File: config.mk
export PLATFORM = sky130hd
export DESIGN_NAME = seg_scan_capture
export DESIGN_NICKNAME = d
export VERILOG_FILES = /design/src/rtl/seg_scan_capture.sv
export SDC_FILE = /design/constraint.sdc
export NUM_CORES = 1
export LEC_CHECK = 0
export CORE_UTILIZATION = 43
export DETAILED_ROUTE_END_ITERATION = 10
export DONT_BUFFER_PORTS = 1
export GPL_ROUTABILITY_DRIVEN = 0
export REMOVE_ABC_BUFFERS = 1
export SLEW_MARGIN = 20
export SYNTH_ARGS = -nofsm -noshare
export SYNTH_HDL_FRONTEND = slang
export SYNTH_SLANG_ARGS = --single-unit
File: constraint.sdc
create_clock -name clk -period 3.3 [get_ports clk]
set_input_delay 0.66 -clock clk [delete_from_list [all_inputs] [get_ports clk]]
set_output_delay 0.66 -clock clk [all_outputs]
set_load 0.01 [all_outputs]
File: src/rtl/seg_scan_capture.sv
// Decodes a multiplexed active-low anode/segment display bus back into hex nibbles.
// One nibble is captured per digit dwell; a valid strobe fires once per complete scan frame.
module seg_scan_capture #(
  parameter int NUM_DIGITS    = 4,
  parameter int SETTLE_CYCLES = 4
) (
  input  logic                    clk,
  input  logic                    rst,
  input  logic [NUM_DIGITS-1:0]   an_in,
  input  logic [6:0]              seg_in,
  output logic [4*NUM_DIGITS-1:0] o_data,
  output logic                    o_valid,
  output logic [NUM_DIGITS-1:0]   o_blank,
  output logic [NUM_DIGITS-1:0]   o_digit_err,
  output logic                    o_frame_err
);

  localparam int         IDX_W    = $clog2(NUM_DIGITS);
  localparam logic [7:0] SETTLE_C = 8'(SETTLE_CYCLES);

  typedef enum logic [1:0] {IDLE, SETTLE, HELD} state_t;

  state_t                  state_reg, state_next;
  logic [7:0]              cnt_reg, cnt_next;
  logic [NUM_DIGITS-1:0]   an_q, an_d;
  logic [6:0]              seg_q, seg_d;
  logic [3:0]              zero_cnt;
  logic [IDX_W-1:0]        digit_idx;
  logic                    is_one_hot, is_multi, changed;
  logic [3:0]              dec_nib;
  logic                    dec_blank, dec_err;
  logic                    sample, restart;
  logic [NUM_DIGITS-1:0]   mask_reg, mask_next;
  logic                    frame_complete;
  logic                    ferr_stage_reg;
  logic [4*NUM_DIGITS-1:0] nib_stage;
  logic [NUM_DIGITS-1:0]   blank_stage, err_stage;

  // an_d/seg_d hold the previous cycle's registered bus for change detection
  always_ff @(posedge clk) begin
    if (rst) begin
      an_q  <= '1;
      an_d  <= '1;
      seg_q <= '1;
      seg_d <= '1;
    end else begin
      an_q  <= an_in;
      an_d  <= an_q;
      seg_q <= seg_in;
      seg_d <= seg_q;
    end
  end

  always_comb begin
    zero_cnt  = '0;
    digit_idx = '0;
    for (int i = 0; i < NUM_DIGITS; i++) begin
      if (!an_q[i]) begin
        zero_cnt  = zero_cnt + 4'd1;
        digit_idx = IDX_W'(i);
      end
    end
  end

  assign is_one_hot = (zero_cnt == 4'd1);
  assign is_multi   = (zero_cnt >= 4'd2);
  assign changed    = ({an_q, seg_q} != {an_d, seg_d});

  always_comb begin
    dec_nib   = 4'h0;
    dec_blank = 1'b0;
    dec_err   = 1'b0;
    case (seg_q)
      7'b1000000: dec_nib = 4'h0;
      7'b1111001: dec_nib = 4'h1;
      7'b0100100: dec_nib = 4'h2;
      7'b0110000: dec_nib = 4'h3;
      7'b0011001: dec_nib = 4'h4;
      7'b0010010: dec_nib = 4'h5;
      7'b0000010: dec_nib = 4'h6;
      7'b1111000: dec_nib = 4'h7;
      7'b0000000: dec_nib = 4'h8;
      7'b0011000: dec_nib = 4'h9;
      7'b0001000: dec_nib = 4'hA;
      7'b0000011: dec_nib = 4'hB;
      7'b1000110: dec_nib = 4'hC;
      7'b0100001: dec_nib = 4'hD;
      7'b0000110: dec_nib = 4'hE;
      7'b0001110: dec_nib = 4'hF;
      7'b1111111: dec_blank = 1'b1;
      default:    dec_err = 1'b1;
    endcase
  end

  always_ff @(posedge clk) begin
    if (rst) begin
      state_reg <= IDLE;
      cnt_reg   <= '0;
    end else begin
      state_reg <= state_next;
      cnt_reg   <= cnt_next;
    end
  end

  always_comb begin
    state_next = state_reg;
    cnt_next   = cnt_reg;
    sample     = 1'b0;
    restart    = 1'b0;
    case (state_reg)
      IDLE: restart = is_one_hot;
      SETTLE: begin
        if (changed) begin
          if (is_one_hot) begin
            restart = 1'b1;
          end else begin
            state_next = IDLE;
            cnt_next   = '0;
          end
        end else begin
          cnt_next = cnt_reg + 8'd1;
          if (cnt_next >= SETTLE_C) begin
            sample     = 1'b1;
            state_next = HELD;
          end
        end
      end
      HELD: begin
        if (changed) begin
          if (is_one_hot) begin
            restart = 1'b1;
          end else begin
            state_next = IDLE;
            cnt_next   = '0;
          end
        end
      end
      default: begin
        state_next = IDLE;
        cnt_next   = '0;
      end
    endcase
    // A fresh one-hot value counts as its first stable cycle
    if (restart) begin
      cnt_next = 8'd1;
      if (SETTLE_C <= 8'd1) begin
        sample     = 1'b1;
        state_next = HELD;
      end else begin
        state_next = SETTLE;
      end
    end
  end

  assign frame_complete = &mask_reg;

  // A sample coinciding with completion lands in the freshly cleared mask
  always_comb begin
    mask_next = frame_complete ? '0 : mask_reg;
    if (sample) mask_next[digit_idx] = 1'b1;
  end

  always_ff @(posedge clk) begin
    if (rst) begin
      mask_reg       <= '0;
      ferr_stage_reg <= 1'b0;
    end else begin
      mask_reg       <= mask_next;
      ferr_stage_reg <= (frame_complete ? 1'b0 : ferr_stage_reg) | is_multi;
    end
  end

  genvar gi;
  generate
    for (gi = 0; gi < NUM_DIGITS; gi++) begin : g_slot
      logic [3:0] nib_reg;
      logic       blank_reg, err_reg;
      always_ff @(posedge clk) begin
        if (rst) begin
          nib_reg   <= '0;
          blank_reg <= 1'b0;
          err_reg   <= 1'b0;
        end else if (sample && (digit_idx == IDX_W'(gi))) begin
          nib_reg   <= dec_nib;
          blank_reg <= dec_blank;
          err_reg   <= dec_err;
        end
      end
      assign nib_stage[4*gi +: 4] = nib_reg;
      assign blank_stage[gi]      = blank_reg;
      assign err_stage[gi]        = err_reg;
    end
  endgenerate

  always_ff @(posedge clk) begin
    if (rst) begin
      o_valid     <= 1'b0;
      o_data      <= '0;
      o_blank     <= '0;
      o_digit_err <= '0;
      o_frame_err <= 1'b0;
    end else begin
      o_valid <= frame_complete;
      if (frame_complete) begin
        o_data      <= nib_stage;
        o_blank     <= blank_stage;
        o_digit_err <= err_stage;
        o_frame_err <= ferr_stage_reg;
      end
    end
  end

endmodule

==> out/results.tsv <==
metric	value	unit
status	finished clean	
antenna_cells	0	
finalWirelength	8760	um
ir_drop	0.000196	V
reg2regPathDepth	10	
worstReg2RegEnd	cnt_reg[5]$_SDFFE_PP0P_	
grt_max_degree	72	
power_leakage	1.59	nW
place_inst	552	
yosysWarningCount	0	
finalHoldViolations	0	
vias	3145	
drtIter0Drc	127	
critPathLaunch	an_q[1]$_SDFF_PP1_	
wl_met3	344	um
async_flop_share	0	
timing.rr.start	an_q[1]$_SDFF_PP1_	
min_to	o_data[5]$_SDFFE_PP0P_	
p_int	1.58	mW
seqPwrFrac	0.515	
die-area	0.00986	mm2
hold_depth	1	
critPathLaunchType	flop	
swShare	0.260	
cts_sinks	87	
fin_crit_sh	0.867	
synth-edff-count	0	
syn_to_final_growth	5.84	%
firstDrtPassIters	4	
drive_above_1_share	0.101	
path_max_fanout	8	
first_global_vias	2872	
r2r_slack	0.44	ns
combinationalPowerShare	0.076	
fin_setup_tns	0	ns
cts_buffers	9	
grt_pass1_wl	14300	um
crit_type	reg -> reg	
cts_resized	0	
synth_seq_area_share	0.428	
layout_commonest_cell	dfxtp_1	
relSlewSlack	0.390	
power_density	495	mW/mm2
max_freq	349	MHz
grt_overflow_total	0	
cts_hold_buf	0	
die_x	99.3	um
remaining_drc_errors	0	
netlist_area	0.00407	mm2
layout.cells.non_filler	568	
synth_flop_cell	dfxtp_1	
clockBufferDepth	2	
ant_nets	0	
cts_tree	done	
regArea	0.00174	mm2
ios	39	
cp.required	3.54	ns
post_cts_buffers	0	
insertion_delay	0.36	ns
clk_pin_slew	0.10	ns
rows	35	
fin_crit	2.86	ns
synthDistinctLibCells	58	
met1Wirelength	4200	um
worst_pin_slew	0.916	ns
cts_root_buf	clkbuf_8	
finalMaxSlewViolations	0	
ys_seq_elements	87	
arrival	3.10	ns
port_buffers	0	
layout_common_cells	dfxtp_1, nand2_1, a21oi_1, nor2_1, mux2i_1	
synthCells	471	
rsz0062_at_grt	no	
dp_hpwl	5750	um
grt_usage	0.184	
htree_levels	3	
layout.nets	473	
hp-start	rst	
die_h	99.3	um
top_layer	met4	
wl_met2	4100	um
worst_setup_path_end_kind	flop	
maxCapViolations	0	
p_switching	554	uW
start_util	0.442	
viasPerCell	5.54	
finClkSkew	0.0134	ns
fillers	899	
wl_per_cell	15.4	um
multi_input_area	0.00212	mm2
core_area	0.00920	mm2
avgSynthCellArea	8.64	um2
clockPowerShare	0.409	
min_path_type	in -> reg	
setup_violations	0	
antenna_found_initial	0	
synth_stat cells, types with 4 or more instances:
| cell | instances | area (um2) |
|---|---|---|
| nand2b_1 | 5 | 31.3 |
| nor2_1 | 34 | 128 |
| o31ai_1 | 6 | 45.0 |
| o21ai_0 | 8 | 40.0 |
| nand4_1 | 9 | 56.3 |
| inv_1 | 12 | 45.0 |
| nor3_1 | 12 | 60.1 |
| mux2i_1 | 22 | 220 |
| xor2_1 | 4 | 35.0 |
| nand2_1 | 77 | 289 |
| or2_2 | 17 | 106 |
| clkbuf_1 | 24 | 90.1 |
| a21oi_1 | 46 | 230 |
| nand3_1 | 10 | 50.1 |
| xnor2_1 | 12 | 105 |
| buf_6 | 4 | 45.0 |
| ha_1 | 8 | 100 |
| nor2b_1 | 5 | 31.3 |
| buf_2 | 4 | 20.0 |
| a211o_1 | 4 | 35.0 |
| dfxtp_1 | 87 | 1740 |
worst max-delay path, cell delays in order, from the launching register on:
cell	delay (ns)
dfxtp_1	0.40
inv_1	0.09
ha_1	0.36
xnor2_1	0.16
ha_1	0.29
nor2b_1	0.13
a31oi_1	0.26
nand3_1	0.17
a211oi_1	0.42
or2_1	0.37
a21oi_1	0.09
cell families (layout without fill, tap and decap cells):
family          after synthesis  count (layout)  synth area share
buf+inv                      45              31            0.0510
simple gates                197             197             0.239
fa+ha+maj                     8               8            0.0246
compound gates               93              93             0.157
mux                          22              22            0.0541
flops                        87              87             0.428
xor+xnor                     19              19            0.0464
area by class of cell:
cell class,instances,share of cell area
inverter,12,0.0105
timing repair buffer,3,0.00523
sequential,87,0.404
tap,111,0.0322
clock buffer,9,0.0288
clock inverter,7,0.0267
multi-input combinational,339,0.492
how the worst max path moves through the flow:
stage | cells after the start | endpoint | slack, ns
after floorplan | 10 | cnt_reg[1]$_SDFFE_PP0P_ | 0.83
after global placement | 10 | cnt_reg[1]$_SDFFE_PP0P_ | 0.62
after detailed placement | 10 | cnt_reg[5]$_SDFFE_PP0P_ | 0.47
after CTS | 10 | cnt_reg[1]$_SDFFE_PP0P_ | 0.46
after global routing | 10 | cnt_reg[5]$_SDFFE_PP0P_ | 0.12
final | 10 | cnt_reg[5]$_SDFFE_PP0P_ | 0.44
metal layers:
layer / vias up / track usage
met2: 57 / 0.293
met3: 11 / 0.0394
met4: 0 / 0.0633
li1: 1595 / -
met1: 1482 / 0.248
met5: - / 0
per-stage QoR:
step	power [mW]	hold WS (ns)	setup slack [ns]	utilization	cell area [um2]
2_1_floorplan	1.24	0.425	0.835	-	3910
3_3_place_gp	1.28	0.437	0.620	0.442	4070
3_5_place_dp	1.28	0.438	0.469	0.442	4070
4_1_cts	2.15	0.341	0.458	0.468	4310
5_1_grt	2.22	0.325	0.117	0.468	4310
6_report	2.13	0.351	0.438	0.468	4310
power groups by stage:
stage	combinational, mW	sequential (mW)	clock (mW)
4_1_cts	0.161	1.10	0.892
3_3_place_gp	0.158	1.12	0
2_1_floorplan	0.125	1.12	0
5_1_grt	0.181	1.10	0.937
6_report	0.162	1.10	0.871
3_5_place_dp	0.160	1.12	0
(Power assumes the default switching activity.)
